$ cat config.mk
export PLATFORM = sky130hd
export DESIGN_NAME = fb_fetch
export DESIGN_NICKNAME = d
export VERILOG_FILES = /design/src/rtl/fb_fetch_pkg.sv /design/src/rtl/fb_fetch_fifo.sv /design/src/rtl/fb_fetch.sv
export SDC_FILE = /design/constraint.sdc
export NUM_CORES = 1
export LEC_CHECK = 0
export BUFFER_PORTS_ARGS = -buffer_cell sky130_fd_sc_hd__buf_2
export CAP_MARGIN = 20
export CORE_MARGIN = 1
export CORE_UTILIZATION = 58
export DETAILED_ROUTE_END_ITERATION = 16
export GPL_TIMING_DRIVEN = 1
export PLACE_DENSITY = 0.76
export SLEW_MARGIN = 20
export SYNTH_ARGS = -nofsm -noshare
export SYNTH_HDL_FRONTEND = slang
export SYNTH_SLANG_ARGS = --single-unit
$ cat constraint.sdc
create_clock -name sys_clk -period 8.65 [get_ports sys_clk]
set_clock_uncertainty 0.05 [all_clocks]
set_input_delay 0.865 -clock sys_clk [delete_from_list [all_inputs] [get_ports sys_clk]]
set_output_delay 0.865 -clock sys_clk [all_outputs]
set_load 0.01 [all_outputs]
$ cat src/rtl/fb_fetch_pkg.sv
// Shared constants and types for the framebuffer scan-out DMA.
package fb_fetch_pkg;

    localparam logic [2:0] CTI_CLASSIC = 3'b000;
    localparam logic [2:0] CTI_INCR    = 3'b010;
    localparam logic [2:0] CTI_EOB     = 3'b111;

    localparam int unsigned FIFO_DEPTH_LOG2_DEF = 5;
    localparam int unsigned BURST_LEN_LOG2_DEF  = 2;

    typedef enum logic [1:0] {
        StIdle,
        StWait,
        StBurst
    } state_e;

endpackage

$ cat src/rtl/fb_fetch_fifo.sv
// Synchronous show-ahead FIFO with occupancy output for the fetch space check.
module fb_fetch_fifo
    import fb_fetch_pkg::*;
#(
    parameter int unsigned depth_log2 = FIFO_DEPTH_LOG2_DEF
) (
    input  logic                  sys_clk,
    input  logic                  sys_rst,
    input  logic                  wr_en,
    input  logic [31:0]           wr_dat,
    input  logic                  rd_en,
    output logic [31:0]           rd_dat,
    output logic                  valid,
    output logic [depth_log2:0]   level
);

    localparam int unsigned Depth = 1 << depth_log2;
    localparam logic [depth_log2:0] FullLvl = (depth_log2 + 1)'(Depth);

    logic [31:0]           mem_q [Depth];
    logic [depth_log2-1:0] wr_ptr_q;
    logic [depth_log2-1:0] rd_ptr_q;
    logic [depth_log2:0]   count_q;
    logic                  do_rd;

    assign do_rd  = rd_en && (count_q != '0);
    assign valid  = (count_q != '0);
    assign level  = count_q;
    assign rd_dat = mem_q[rd_ptr_q];

    always_ff @(posedge sys_clk) begin
        if (sys_rst) begin
            wr_ptr_q <= '0;
            rd_ptr_q <= '0;
            count_q  <= '0;
        end else begin
            if (wr_en) begin
                wr_ptr_q <= wr_ptr_q + 1'b1;
            end
            if (do_rd) begin
                rd_ptr_q <= rd_ptr_q + 1'b1;
            end
            if (wr_en && !do_rd) begin
                count_q <= count_q + 1'b1;
            end else if (!wr_en && do_rd) begin
                count_q <= count_q - 1'b1;
            end
        end
    end

    always_ff @(posedge sys_clk) begin
        if (wr_en) begin
            mem_q[wr_ptr_q] <= wr_dat;
        end
    end

    // The fetcher only starts a burst when the whole burst fits.
    always_ff @(posedge sys_clk) begin
        if (!sys_rst && wr_en) begin
            assert (count_q != FullLvl);
        end
    end

endmodule

$ cat src/rtl/fb_fetch.sv
// Framebuffer scan-out DMA: Wishbone burst reader feeding a show-ahead pixel FIFO.
// Optional sticky underrun flag enabled by defining FB_FETCH_UNDERRUN_EN.
module fb_fetch
    import fb_fetch_pkg::*;
#(
    parameter int unsigned fifo_depth_log2 = FIFO_DEPTH_LOG2_DEF,
    parameter int unsigned burst_len_log2  = BURST_LEN_LOG2_DEF
) (
    input  logic        sys_clk,
    input  logic        sys_rst,
    input  logic        start,
    input  logic [31:0] frame_base,
    input  logic [23:0] frame_words,
    output logic        busy,
    output logic        done,
    output logic [31:0] m_adr_o,
    output logic [2:0]  m_cti_o,
    output logic [3:0]  m_sel_o,
    output logic [31:0] m_dat_o,
    output logic        m_we_o,
    output logic        m_cyc_o,
    output logic        m_stb_o,
    input  logic [31:0] m_dat_i,
    input  logic        m_ack_i,
    output logic [31:0] pix_dat,
    output logic        pix_valid,
    input  logic        pix_rd,
    output logic        underrun
);

    localparam int unsigned CntW = 24 - burst_len_log2;
    localparam int unsigned LvlW = fifo_depth_log2 + 1;
    localparam logic [LvlW-1:0]           DepthLvl = LvlW'(1 << fifo_depth_log2);
    localparam logic [LvlW-1:0]           BurstLvl = LvlW'(1 << burst_len_log2);
    localparam logic [burst_len_log2-1:0] LastBeat = '1;

    state_e                    state_q, state_d;
    logic [31:0]               adr_q, adr_d;
    logic [CntW-1:0]           cnt_q, cnt_d;
    logic [burst_len_log2-1:0] beat_q, beat_d;
    logic                      cyc_q, cyc_d;
    logic                      busy_q, busy_d;
    logic                      done_q, done_d;

    logic                      ack;
    logic                      pop;
    logic                      start_ok;
    logic [LvlW-1:0]           level;
    logic [LvlW-1:0]           space;
    logic [CntW-1:0]           start_cnt;
    logic                      unused_addr_bits;

    assign unused_addr_bits = ^{frame_base[1:0], frame_words[burst_len_log2-1:0]};

    assign ack       = m_ack_i && cyc_q;
    assign pop       = pix_rd && pix_valid;
    assign start_ok  = start && (state_q == StIdle);
    assign start_cnt = frame_words[23:burst_len_log2];
    // A same-cycle pop frees a slot in time for the first beat.
    assign space     = DepthLvl - level + {{(LvlW-1){1'b0}}, pop};

    fb_fetch_fifo #(
        .depth_log2 (fifo_depth_log2)
    ) u_fifo (
        .sys_clk (sys_clk),
        .sys_rst (sys_rst),
        .wr_en   (ack),
        .wr_dat  (m_dat_i),
        .rd_en   (pix_rd),
        .rd_dat  (pix_dat),
        .valid   (pix_valid),
        .level   (level)
    );

    always_ff @(posedge sys_clk) begin
        if (sys_rst) begin
            state_q <= StIdle;
            adr_q   <= '0;
            cnt_q   <= '0;
            beat_q  <= '0;
            cyc_q   <= 1'b0;
            busy_q  <= 1'b0;
            done_q  <= 1'b0;
        end else begin
            state_q <= state_d;
            adr_q   <= adr_d;
            cnt_q   <= cnt_d;
            beat_q  <= beat_d;
            cyc_q   <= cyc_d;
            busy_q  <= busy_d;
            done_q  <= done_d;
        end
    end

    always_comb begin
        state_d = state_q;
        adr_d   = adr_q;
        cnt_d   = cnt_q;
        beat_d  = beat_q;
        cyc_d   = cyc_q;
        busy_d  = busy_q;
        done_d  = 1'b0;
        case (state_q)
            StIdle: begin
                if (start) begin
                    adr_d  = {frame_base[31:2], 2'b00};
                    cnt_d  = start_cnt;
                    beat_d = '0;
                    if (start_cnt == '0) begin
                        done_d = 1'b1;
                    end else begin
                        busy_d  = 1'b1;
                        state_d = StWait;
                    end
                end
            end
            StWait: begin
                if (space >= BurstLvl) begin
                    state_d = StBurst;
                    cyc_d   = 1'b1;
                end
            end
            StBurst: begin
                if (ack) begin
                    adr_d  = adr_q + 32'd4;
                    beat_d = beat_q + 1'b1;
                    if (beat_q == LastBeat) begin
                        cyc_d = 1'b0;
                        cnt_d = cnt_q - 1'b1;
                        if (cnt_q == CntW'(1)) begin
                            done_d  = 1'b1;
                            busy_d  = 1'b0;
                            state_d = StIdle;
                        end else begin
                            state_d = StWait;
                        end
                    end
                end
            end
            default: state_d = StIdle;
        endcase
    end

    always_comb begin
        m_cyc_o = cyc_q;
        m_stb_o = cyc_q;
        m_adr_o = adr_q;
        m_sel_o = 4'hf;
        m_dat_o = '0;
        m_we_o  = 1'b0;
        m_cti_o = CTI_CLASSIC;
        if (cyc_q) begin
            m_cti_o = (beat_q == LastBeat) ? CTI_EOB : CTI_INCR;
        end
        busy = busy_q;
        done = done_q;
    end

`ifdef FB_FETCH_UNDERRUN_EN
    logic underrun_q, underrun_d;

    always_comb begin
        underrun_d = underrun_q;
        if (start_ok) begin
            underrun_d = 1'b0;
        end else if (busy_q && pix_rd && !pix_valid) begin
            underrun_d = 1'b1;
        end
    end

    always_ff @(posedge sys_clk) begin
        if (sys_rst) begin
            underrun_q <= 1'b0;
        end else begin
            underrun_q <= underrun_d;
        end
    end

    assign underrun = underrun_q;
`else
    logic unused_start_ok;
    assign unused_start_ok = start_ok;
    assign underrun = 1'b0;
`endif

endmodule

# ---- Yosys cells after proc, flatten, opt, wreduce, memory -nomap -nowiden
# Memories as Yosys holds them, arrays and structs flattened. A register that Yosys moved wholly into a read port is not among the register bits.
# Cells that the tools add are included.
# Widths: inputs -> output; s select.
dict set report op_classes {
  addsub 9
  n_eq_ne 10
  n_reduce_logical 17
  div 0
  shift 0
  mux 41
  mul 0
  n_bitwise 0
  n_lt_le_gt_ge 1
}
# cell count
set op_table {}
lappend op_table {{$mux 22} 3}
lappend op_table {{$mux 32} 2}
lappend op_table {{$pmux 32 s2} 1}
lappend op_table {{$pmux 22 s2} 1}
lappend op_table {{$add 32x3->32 const B} 1}
lappend op_table {{$eq 22x1->1 const B} 1}
lappend op_table {{$logic_not 22->1} 1}
lappend op_table {{$sub 22x1->22 const B} 1}
lappend op_table {{$mux 1} 16}
lappend op_table {{$mux 2} 7}
lappend op_table {{$mux 6} 2}
lappend op_table {{$add 5x1->5 const B} 2}
lappend op_table {{$mux 5} 2}
lappend op_table {{$ne 2x2->1 const B} 5}
lappend op_table {{$reduce_and 4->1} 2}
lappend op_table {{$add 6x1->6} 1}
lappend op_table {{$add 6x1->6 const B} 1}
lappend op_table {{$ge 6x3->1 const B} 1}
lappend op_table {{$mux 3} 2}
lappend op_table {{$pmux 1 s2} 3}
lappend op_table {{$pmux 2 s3} 1}
lappend op_table {{$reduce_and 6->1} 1}
lappend op_table {{$reduce_bool 2->1} 3}
lappend op_table {{$reduce_bool 6->1} 1}
lappend op_table {{12 further kinds} 17}
dict set report word_totals {
  n_memories 1
  romBits 0
  reg_bits 77
  latch_bits 0
  mem_bits_rw 1024
  wordCells 89
}
# memory words width read_ports rd_clocked_by_memory_dff write_ports line
set memory_table {}
lappend memory_table {u_fifo.mem_q 32 32 1 1 1 fb_fetch_fifo.sv:20} ;# logic [31:0] mem_q [Depth];

# ---- Logic depth before layout (Yosys ltp)
dict set report logic_depth {
  word_depth 6
  depth_mapped 11
}

# ---- By module
# A second synthesis with hierarchy kept.
dict set report unflattened {
  hier_cells 2591
  hier_area_um2 44425.1
}
# module area_each_um2 n_inst cells_each
set by_module_without_submodules {}
lappend by_module_without_submodules {fb_fetch_fifo 40303.7 1 2036}
lappend by_module_without_submodules {fb_fetch 4121.5 1 555}

# ---- Worst setup path before layout
# No wires, ideal clock.
dict set report synth_timing {
  path_kind {input-to-reg}
  start {input m_ack_i}
  end {memory u_fifo.mem_q[15][0] (enable)}
  slack_ps 5429
  stages 4
  setup_time_ps 422
  n_path_buf 0
  arrival_ps 2749
  cell_sequence {nand2_1 > inv_2 > nand2_1 > nor2_1}
}
dict set report synth_between {
  elab_chain_len 3
}
# item line
set synth_rtl {}
lappend synth_rtl {{start: declaration} fb_fetch.sv:24} ;# input logic m_ack_i,
lappend synth_rtl {{$logic_and 1x1->1} fb_fetch.sv:55} ;# assign ack = m_ack_i && cyc_q;
lappend synth_rtl {{via ack} fb_fetch.sv:45} ;# logic ack;
lappend synth_rtl {{$mux 1} fb_fetch_fifo.sv:52} ;# if (wr_en) begin
lappend synth_rtl {{$mux 1 (not written as such)} fb_fetch_fifo.sv:53} ;# mem_q[wr_ptr_q] <= wr_dat;
lappend synth_rtl {{end: declaration} fb_fetch_fifo.sv:20}
# The timed path passes the listed nets, and every way through them passes these cells.

==> impl_results.md <==
* Status: completed
* Final Setup Violations at 0
* DP HPWL at 57.3 mm
* IO Pins at 203
* Core area at 74,800 sq um
* Crit path time final at 5530 ps
* Mux contribution to synthesized area at 12.3%
* Die ar. at 77,000 sq um
* Simple-gate share of the synthesized area at 5.03%
* Pin count of the biggest net entering global routing at 173
* Compound-cell area share of the yosys netlist at about 6%
* Area grow syn2layout at 12.4%
* Cell family with most CP delay: compound AO/OA/AOI/OAI gates
* Die width at 278 um
* Post-CTS Setup Inserts at 0
* Main combinational cell family by area after synthesis: multiplexers
* Main area contributors after synthesis: edfxtp_1 (70%), mux4_2 (7.6%), mux2i_1 (4.7%), dfxtp_1 (3.6%), a22oi_1 (1.4%)
* Row cnt at 100
* GRT Total Usage at between 20% and 30%
* CTS resizes at 0
* Final setup TNS at 0 ps
* Synth async-reset ratio at 0%
* Final hold violation count at 0
* Initial DRC Count at 2,827
* Worst-margin pin slew at between 1000 and 1500 ps
* Unique masters post-synth at 82
* Slew HR at 19.1%
* Drt first pass iters at 5
* TritonCTS Sinks at 1,104
* Syn avg cell area at 17.4 sq um
* Routed vias/inst at 6.55
* Worst setup EP type: output port
* Wire per inst at 27.8 um
* Clock latency on the worst-skew pair at roughly 660 ps
* Total global routing overflow at 0
* Die Span Y at 278 um
* CTS Hold Bufs at 0
* CTS max path bufs at 3
* Syn. warnings at 0
* First-pass GRT wire length at 155 mm
* Max Cap Viol at 0
* CTS Buf Count at roughly 110
* Share of the synthesized area in the top cell type at 69.8%
* Leakage Power at ~16 nW
* Synth Area in XOR/XNOR at 0.239%
* Setup CP Type: flop to output port
* Util after Layout at 66.1%
* CTS H-tree lvls at 3
* Detailed Route WL at about 100 mm
* GP Congestion at 0.836
* Hold Path Origin: frame_base[2]
* Antenna viol nets, final at 0
* Startpoint Class: flop
* Layout Cells excl Fill at roughly 3,800
* Clk root buf: clkbuf_16
* Critical path data required time at 7740 ps
* Final Power at between 10 and 15 mW
* Seq/Total Area, Yosys at roughly three quarters
* Cells after Synth at approximately 2,500
* Worst r2r src: m_cyc_o
* Final nets at 2,811
* Max-slew violation count at 0
* Layout cell share with drive strength beyond 1 at 21.3%
* Synth Cell Area at approximately 44,000 sq um
* Initial antenna violation count at 4
* CTS tree: built
* DRC viols at 0
* PwrDens at approximately 250 nW/um^2
* Setup slack at placement at 4060 ps
* Fin crit share at roughly 64%
* Worst path max stage delay at 1090 ps
* Peak fanout along the critical path at 20
* HP Class: primary input to flop
* Vias post-DR at 24,600
* Setup ws final at 3120 ps
* #FFs+latches synth at 1,104
* Reg clk slew, reported paths at ~60 ps
* Fmax at around 180 MHz
* Starting Density at 58.9%
* Arr. time, crit path at approximately 4600 ps
* Largest area contributor in the netlist: edfxtp_1
* Slowest cell on crit path: dfxtp_1
* Placed Cells at 3,562
* RSZ-0062 raised after global routing: no
* Post-Synth Adder-Cell Area at less than 1%
* IO Port Bufs at 158
* Number of global-route vias before repair at 24,800
* CP cell instances: nor2_1, nand2_1, buf_4, o22ai_1, a2111oi_0, buf_2
* Post-synth EDFFs at 1,024
* Crit path buf inv count at 2
* Dominant synthesized flop cell: edfxtp_1
* Worst-case vdd ir drop at roughly 190 uV
placed cells by master, fill, tap and decap left out, drive strengths merged, types with 6 or more instances in the layout:
master	count
a2111oi	32
a211oi	42
a21o	8
a21oi	85
a22oi	81
a31oi	11
and3	7
buf	217
bufinv	13
clkbuf	120
clkinv	59
conb	40
dfxtp	80
edfxtp	1024
ha	16
inv	20
mux2i	207
mux4	149
nand2	74
nand3	43
nand3b	6
nand4	33
nor2	122
nor2b	45
nor3	41
nor4	20
o21ai	53
o22ai	37
or3	7
xor2	8
where the power goes:
part / leakage [nW] / internal [mW] / switching, mW
clock network: 1.72 / 2.66 / 1.97
registers: 9.86 / 5.91 / 0.152
logic: 3.93 / 0.900 / 1.03
total: 15.5 / 9.47 / 3.15
cell type report:
cell class	count	area, sq um
Antenna cell	2	5.00
Clock buffer	120	2730
Clock inverter	79	773
Fill cell	4926	25300
Inverter	18	67.6
Multi-Input combinational cell	1254	11100
Sequential cell	1104	32400
Tap cell	969	1210
Timing Repair Buffer	217	1260
per-layer routing:
metal	wire [um]	GRT usage (%)	share of wire, %
met5	31	0	0.030
met4	3250	9.43	3.1
met3	9330	5.07	8.9
met2	51500	44.7	49
met1	40600	36.9	39
tightest hold or removal path: cells and delay by family:
family | cells | cell delay (ps)
buf+inv | 1 | 100
compound gates | 1 | 60
simple gates | 1 | 50
through the flow:
step           cell area, sq um  hold WS [ps]
2_1_floorplan             44200           386
3_3_place_gp              46000           394
3_5_place_dp              46000           423
4_1_cts                   49500           382
5_1_grt                   49500           421
6_report                  49500           404
flip-flops by register name, summed over array words and instances (netlist names), named ones only:
name and cells:
u_fifo.rd_ptr_q 5, done 1, m_adr_o 30, u_fifo.level 6, state_q 2, busy 1, cnt_q 22, beat_q 2
u_fifo.wr_ptr_q 5, u_fifo.mem_q 1024, m_cyc_o 1
final timing paths:
path	slack, ps	depth (start not counted)	to
worst min-delay path	400	3	m_adr_o[2]
worst min register to register	420	2	beat_q[1]
worst max register to register	5340	5	u_fifo.mem_q[11][26]
worst max-delay path	3120	6	pix_dat[25]
logic make-up after synthesis:
| kind of cell | Yosys count |
|---|---|
| compound gates | 396 |
| mux | 357 |
| buf+inv | 205 |
| other cells | 2 |
| flops | 1104 |
| fa+ha+maj | 17 |
| xor+xnor | 12 |
| simple gates | 432 |
Yosys cell counts (4+ instances only):
library cell,n
nand2_1,74
a211oi_1,41
nor4_1,19
ha_1,16
a21oi_1,84
nor4b_1,4
nand3_1,42
a31oi_1,11
a2111oi_0,32
nand3b_1,6
o31a_1,5
a22oi_1,81
clkbuf_1,86
o21ai_0,37
buf_2,43
o211ai_1,4
mux2i_1,207
buf_1,8
nor3_1,37
nor2_1,122
o22ai_1,37
a32o_1,5
xor2_1,8
nand4_1,33
nor3_2,4
edfxtp_1,1024
buf_4,45
a2bb2oi_1,4
mux4_2,149
o21ai_1,16
inv_1,16
and4_1,4
dfxtp_1,80
a21o_1,8
and3_1,7
nor2b_1,45
and2_1,4
or3_1,7
xnor2_1,4
No activity file was read; power rests on OpenSTA's default activity.
